$ cat src/rtl/ip_uart_pkg.sv
// Shared definitions for ip_uart and its TX FIFO front end.
// Holds the sender FSM state encodings and the byte width.
package ip_uart_pkg;

    localparam int unsigned BYTE_W = 8;

    // Sender FSM encodings, shared with ip_uart
    localparam logic [1:0] IDLE      = 2'd0;
    localparam logic [1:0] REQ       = 2'd1;
    localparam logic [1:0] WAIT_DONE = 2'd2;

    typedef enum logic [1:0] {
        ST_IDLE      = IDLE,
        ST_REQ       = REQ,
        ST_WAIT_DONE = WAIT_DONE
    } send_state_t;

endpackage

$ cat src/rtl/ip_fifo_ram.sv
// Storage array for the TX FIFO: simple dual-port, synchronous write,
// asynchronous read, no reset so it maps onto block/distributed RAM.
// Ports:
//   clk      - write clock
//   we       - write enable
//   waddr    - write address
//   wdata    - write data
//   raddr    - read address
//   rdata_c  - combinational read data at raddr
module ip_fifo_ram #(
    parameter int unsigned ADDR_W = 4,
    parameter int unsigned DATA_W = 8
) (
    input  logic              clk,
    input  logic              we,
    input  logic [ADDR_W-1:0] waddr,
    input  logic [DATA_W-1:0] wdata,
    input  logic [ADDR_W-1:0] raddr,
    output logic [DATA_W-1:0] rdata_c
);

    localparam int unsigned DEPTH = 2 ** ADDR_W;

    logic [DATA_W-1:0] mem [DEPTH];

    // Write port
    always_ff @(posedge clk) begin
        if (we) begin
            mem[waddr] <= wdata;
        end
    end

    // Read port
    assign rdata_c = mem[raddr];

endmodule

$ cat src/rtl/ip_uart_txfifo.sv
// Byte FIFO in front of ip_uart plus the sender FSM that feeds it one
// byte at a time using the send_req / send_busy handshake.
// Ports:
//   clk       - single clock, all logic on posedge
//   n_reset   - synchronous active-low reset
//   wr_data   - byte to enqueue
//   wr_req    - one-cycle push strobe
//   full      - FIFO holds 2**FIFO_DEPTH_LOG2 bytes
//   empty     - FIFO holds 0 bytes
//   level     - current byte count
//   overflow  - sticky: a push was dropped because the FIFO was full
//   send_data - byte presented to ip_uart
//   send_req  - request to ip_uart
//   send_busy - ip_uart busy
module ip_uart_txfifo
    import ip_uart_pkg::*;
#(
    parameter int unsigned FIFO_DEPTH_LOG2 = 4
) (
    input  logic                     clk,
    input  logic                     n_reset,
    input  logic [BYTE_W-1:0]        wr_data,
    input  logic                     wr_req,
    output logic                     full,
    output logic                     empty,
    output logic [FIFO_DEPTH_LOG2:0] level,
    output logic                     overflow,
    output logic [BYTE_W-1:0]        send_data,
    output logic                     send_req,
    input  logic                     send_busy
);

    localparam int unsigned PTR_W   = FIFO_DEPTH_LOG2;
    localparam int unsigned LEVEL_W = FIFO_DEPTH_LOG2 + 1;
    localparam int unsigned DEPTH   = 2 ** FIFO_DEPTH_LOG2;
    localparam logic [LEVEL_W-1:0] LEVEL_FULL = LEVEL_W'(DEPTH);

    logic [PTR_W-1:0]  wp;
    logic [PTR_W-1:0]  rp;
    logic [BYTE_W-1:0] head_c;
    logic              push_ok_c;
    logic              pop_c;
    logic              ram_we_c;
    send_state_t       state;

    // Flags come straight from the registered level
    assign full  = (level == LEVEL_FULL);
    assign empty = (level == '0);

    assign push_ok_c = wr_req && !full;
    assign pop_c     = (state == ST_IDLE) && !empty && !send_busy;
    // Pushes are ignored while reset is held
    assign ram_we_c  = push_ok_c && n_reset;

    ip_fifo_ram #(
        .ADDR_W (PTR_W),
        .DATA_W (BYTE_W)
    ) u_ram (
        .clk     (clk),
        .we      (ram_we_c),
        .waddr   (wp),
        .wdata   (wr_data),
        .raddr   (rp),
        .rdata_c (head_c)
    );

    // Pointers, level, overflow flag and sender FSM
    always_ff @(posedge clk) begin
        if (!n_reset) begin
            wp        <= '0;
            rp        <= '0;
            level     <= '0;
            overflow  <= 1'b0;
            send_data <= 8'h00;
            send_req  <= 1'b0;
            state     <= ST_IDLE;
        end else begin
            if (push_ok_c) begin
                wp <= wp + PTR_W'(1);
            end
            if (pop_c) begin
                rp <= rp + PTR_W'(1);
            end
            // A dropped push sets the flag even if a pop frees a slot this cycle
            if (wr_req && full) begin
                overflow <= 1'b1;
            end

            case ({push_ok_c, pop_c})
                2'b10:   level <= level + LEVEL_W'(1);
                2'b01:   level <= level - LEVEL_W'(1);
                default: level <= level;
            endcase

            case (state)
                ST_IDLE: begin
                    if (pop_c) begin
                        send_data <= head_c;
                        send_req  <= 1'b1;
                        state     <= ST_REQ;
                    end
                end
                ST_REQ: begin
                    if (send_busy) begin
                        send_req <= 1'b0;
                        state    <= ST_WAIT_DONE;
                    end
                end
                ST_WAIT_DONE: begin
                    if (!send_busy) begin
                        state <= ST_IDLE;
                    end
                end
                default: begin
                    send_req <= 1'b0;
                    state    <= ST_IDLE;
                end
            endcase
        end
    end

endmodule

$ cat config.mk
export PLATFORM = sky130hd
export DESIGN_NAME = ip_uart_txfifo
export DESIGN_NICKNAME = d
export VERILOG_FILES = /design/src/rtl/ip_uart_pkg.sv /design/src/rtl/ip_fifo_ram.sv /design/src/rtl/ip_uart_txfifo.sv
export SDC_FILE = /design/constraint.sdc
export NUM_CORES = 1
export LEC_CHECK = 0
export BUFFER_PORTS_ARGS = -buffer_cell sky130_fd_sc_hd__buf_2
export CAP_MARGIN = 10
export CORE_AREA = 2 2 121 123
export CTS_BUF_LIST = sky130_fd_sc_hd__clkbuf_16
export DETAILED_ROUTE_END_ITERATION = 16
export DIE_AREA = 0 0 123 125
export PLACE_DENSITY = 0.6
export RECOVER_POWER = 100
export SYNTH_ARGS = -nofsm -noshare
export SYNTH_HDL_FRONTEND = slang
export SYNTH_SLANG_ARGS = --single-unit
$ cat constraint.sdc
create_clock -name clk -period 2.6 [get_ports clk]
set_clock_uncertainty 0.05 [all_clocks]
set_input_delay 0.39 -clock clk [delete_from_list [all_inputs] [get_ports clk]]
set_output_delay 0.39 -clock clk [all_outputs]
set_load 0.02 [all_outputs]
==> flow_summary.ini <==
[synth]
syn_nets = 425
netlist_area_um2 = 6180
synth-seq-area-share = 0.703
synth.distinct_cells = 34
synth-seq-cells = 153
yosys-top-cells-count = edfxtp_1 (128), mux2i_1 (69), o22ai_1 (32)
syn_area_per_cell_um2 = 15.3
synthMostInstantiatedCell = edfxtp_1
yosys_most_used_dff = edfxtp_1
synth_top_area_frac = 0.622
synth_largest_area_cell = edfxtp_1
netlist_top_cells_area = edfxtp_1 (62%), mux2i_1 (11%), dfxtp_1 (8.1%), o22ai_1 (3.2%), ha_1 (1.8%)
synth_edf_count = 128
ys_async_sr_fraction = 0
synthCells = 403
ys.warnings.count = 0

[place]
place_congestion = 0.758
dpl.hpwl_mm = 8.50
port_buffers = 28

[detailed_routing]
wl_per_cell_um = 19.9
detail-route-antenna-nets = 0
first_pass_iters = 4
vias = 3410
post_drt_via_cell_ratio = 5.36
drc_errors = 0
dr.first_iter.drc_count = 280
finalWirelength_mm = 12.6

[setup_path]
critical_path_required_ns = 2.89
cp.arrival_ns = 2.76
crit_start = level[3]
cp-end-kind = flip-flop
r2r_setup_slack_ns = 0.13
r2r_start = level[3]
critPathLaunchType = flip-flop
critPathMaxFanout = 6
rr_worst_depth = 8
reg2reg_to = level[4]
worstSetupPathType = flip-flop to flip-flop

[floorplan]
core_um2 = 14200
ios = 29
die_area_um2 = 15400
die_h_um = 125
die_x_um = 123
start_util = 0.435
fp-row-count = 44

[hold_path]
hold_start = send_busy
whs_endpoint = state[1]
hp-class = input pin to flip-flop
min_path_cells = 2

[power_and_ir_drop]
swShare = 0.274
combinationalPowerShare = 0.182
intPower_w = 0.00484
p_seq_frac = 0.442
ir_worst_vdd_uv = 423
leakage_nw = 2.33
p_switching_w = 0.00183
clockPowerShare = 0.377
powerDensity_nw_per_um2 = 930

[run]
cap_viol_max_count = 0

[sta]
max-slew-margin-rel = 0.264
min_period_over_period = 0.952
tightest_slew_ns = 1.10
worst_hold_slack_ns = 0.221
hold_viol_final = 0
fin_crit_ns = 2.47
setup_violations = 0
rsz0062_at_grt = true
fmax_mhz = 404
setup_tns_ns = 0
slew_viol_final = 0

[run_status]
status = complete, no violations

[layout]
nets = 461
synthToLayoutAreaGrowth_pct = 16.0
final_layout_size_suffix_gt1_frac = 0.139
fin_util = 0.505
n_fill_cell = 1201
insertedDiodeCount = 0

[clock_network]
tritoncts = done
cts.sinks = 153
clkTransAtPathRegs_ns = 0.06
post_cts_buffers = 0
cts_root_buf = clkbuf_16
insertion_delay_ns = 0.41
cts_buffers = 17
clockBufferDepth = 2
h-tree-depth = 4

[grt]
antenna_found_initial = 0
grt_max_degree = 26
grt_pass1_vias = 3336
grt_pass1_wl_mm = 19.1
overflow = 0
track_usage = 0.173
-- power groups by stage --
stage               sequential, W  clock, W  combinational (W)
detailed placement        0.00298         0            0.00122
global route              0.00296   0.00267            0.00132
floorplan                 0.00307         0           0.000721
global placement          0.00297         0            0.00119
CTS                       0.00294   0.00254            0.00122
finish                    0.00295   0.00251            0.00121
-- worst max path at each step --
stage	to	cells past startpoint
6_report	level[4]	8
5_1_grt	level[4]	8
4_1_cts	level[4]	8
3_5_place_dp	level[4]	8
3_3_place_gp	level[4]	8
2_1_floorplan	level[4]	10
-- layout by cell type (no fill, tap or decap), drive strengths merged, types with 7 or more instances in the layout --
master / instances
edfxtp: 128
mux2i: 69
clkbuf: 35
o22ai: 32
dfxtp: 25
buf: 24
nor2: 16
a21oi: 12
o21ai: 11
ha: 9
nor4: 9
and2: 8
xnor2: 7
-- logic make-up after synthesis --
group                    synth area share
AO/OA/AOI/OAI                      0.0662
XOR/XNOR                           0.0142
adder cells (fa/ha/maj)            0.0214
buffers and inverters              0.0229
flip-flops                          0.703
multiplexers                        0.112
AND/OR/NAND/NOR                    0.0611
-- state kept, by name, summed over array words and instances, names as in the netlist --
| register | cells |
|---|---|
| level | 5 |
| overflow | 1 |
| rp | 4 |
| send_data | 8 |
| send_req | 1 |
| state | 2 |
| u_ram.mem | 128 |
| wp | 4 |
-- per-layer routing --
metal  share of wire  global-route usage
met3           0.057              0.0598
met1            0.44               0.232
met5               0                   0
met2            0.48               0.259
met4           0.019              0.0655
-- area by class of cell --
class	instances	area (um2)	area share
clock buffers	17	425	0.0593
clock inverters	15	183	0.0255
inverters	4	15.0	0.00209
multi-input cells	221	1720	0.240
flip-flops and latches	153	4350	0.606
well taps	184	230	0.0321
repair buffers	42	248	0.0345
-- what timing repair did --
action                                  in CTS  in global routing
hold buffers                                 0                  0
hold endpoints to repair                     0                  0
endpoints found under the setup margin       0                  7
gates resized for setup                      0                  2
-- through the flow --
step,instances,power (W),area [um2],setup slack (ns)
6_report,636,0.00667,7170,0.125
3_3_place_gp,604,0.00417,6570,0.125
5_1_grt,636,0.00695,7170,-0.00501
2_1_floorplan,403,0.00379,6190,0.0198
3_5_place_dp,604,0.00420,6570,0.0536
4_1_cts,636,0.00670,7180,0.0454
-- worst max-delay path, cell delays in order, from the launching register on --
cell	delay, ns
dfxtp_1	0.34
nor4_4	0.41
a21boi_2	0.11
ha_1	0.27
fa_1	0.43
a21o_1	0.19
a21oi_1	0.16
mux2i_1	0.23
mux2i_1	0.21
(Power assumes the default switching activity.)
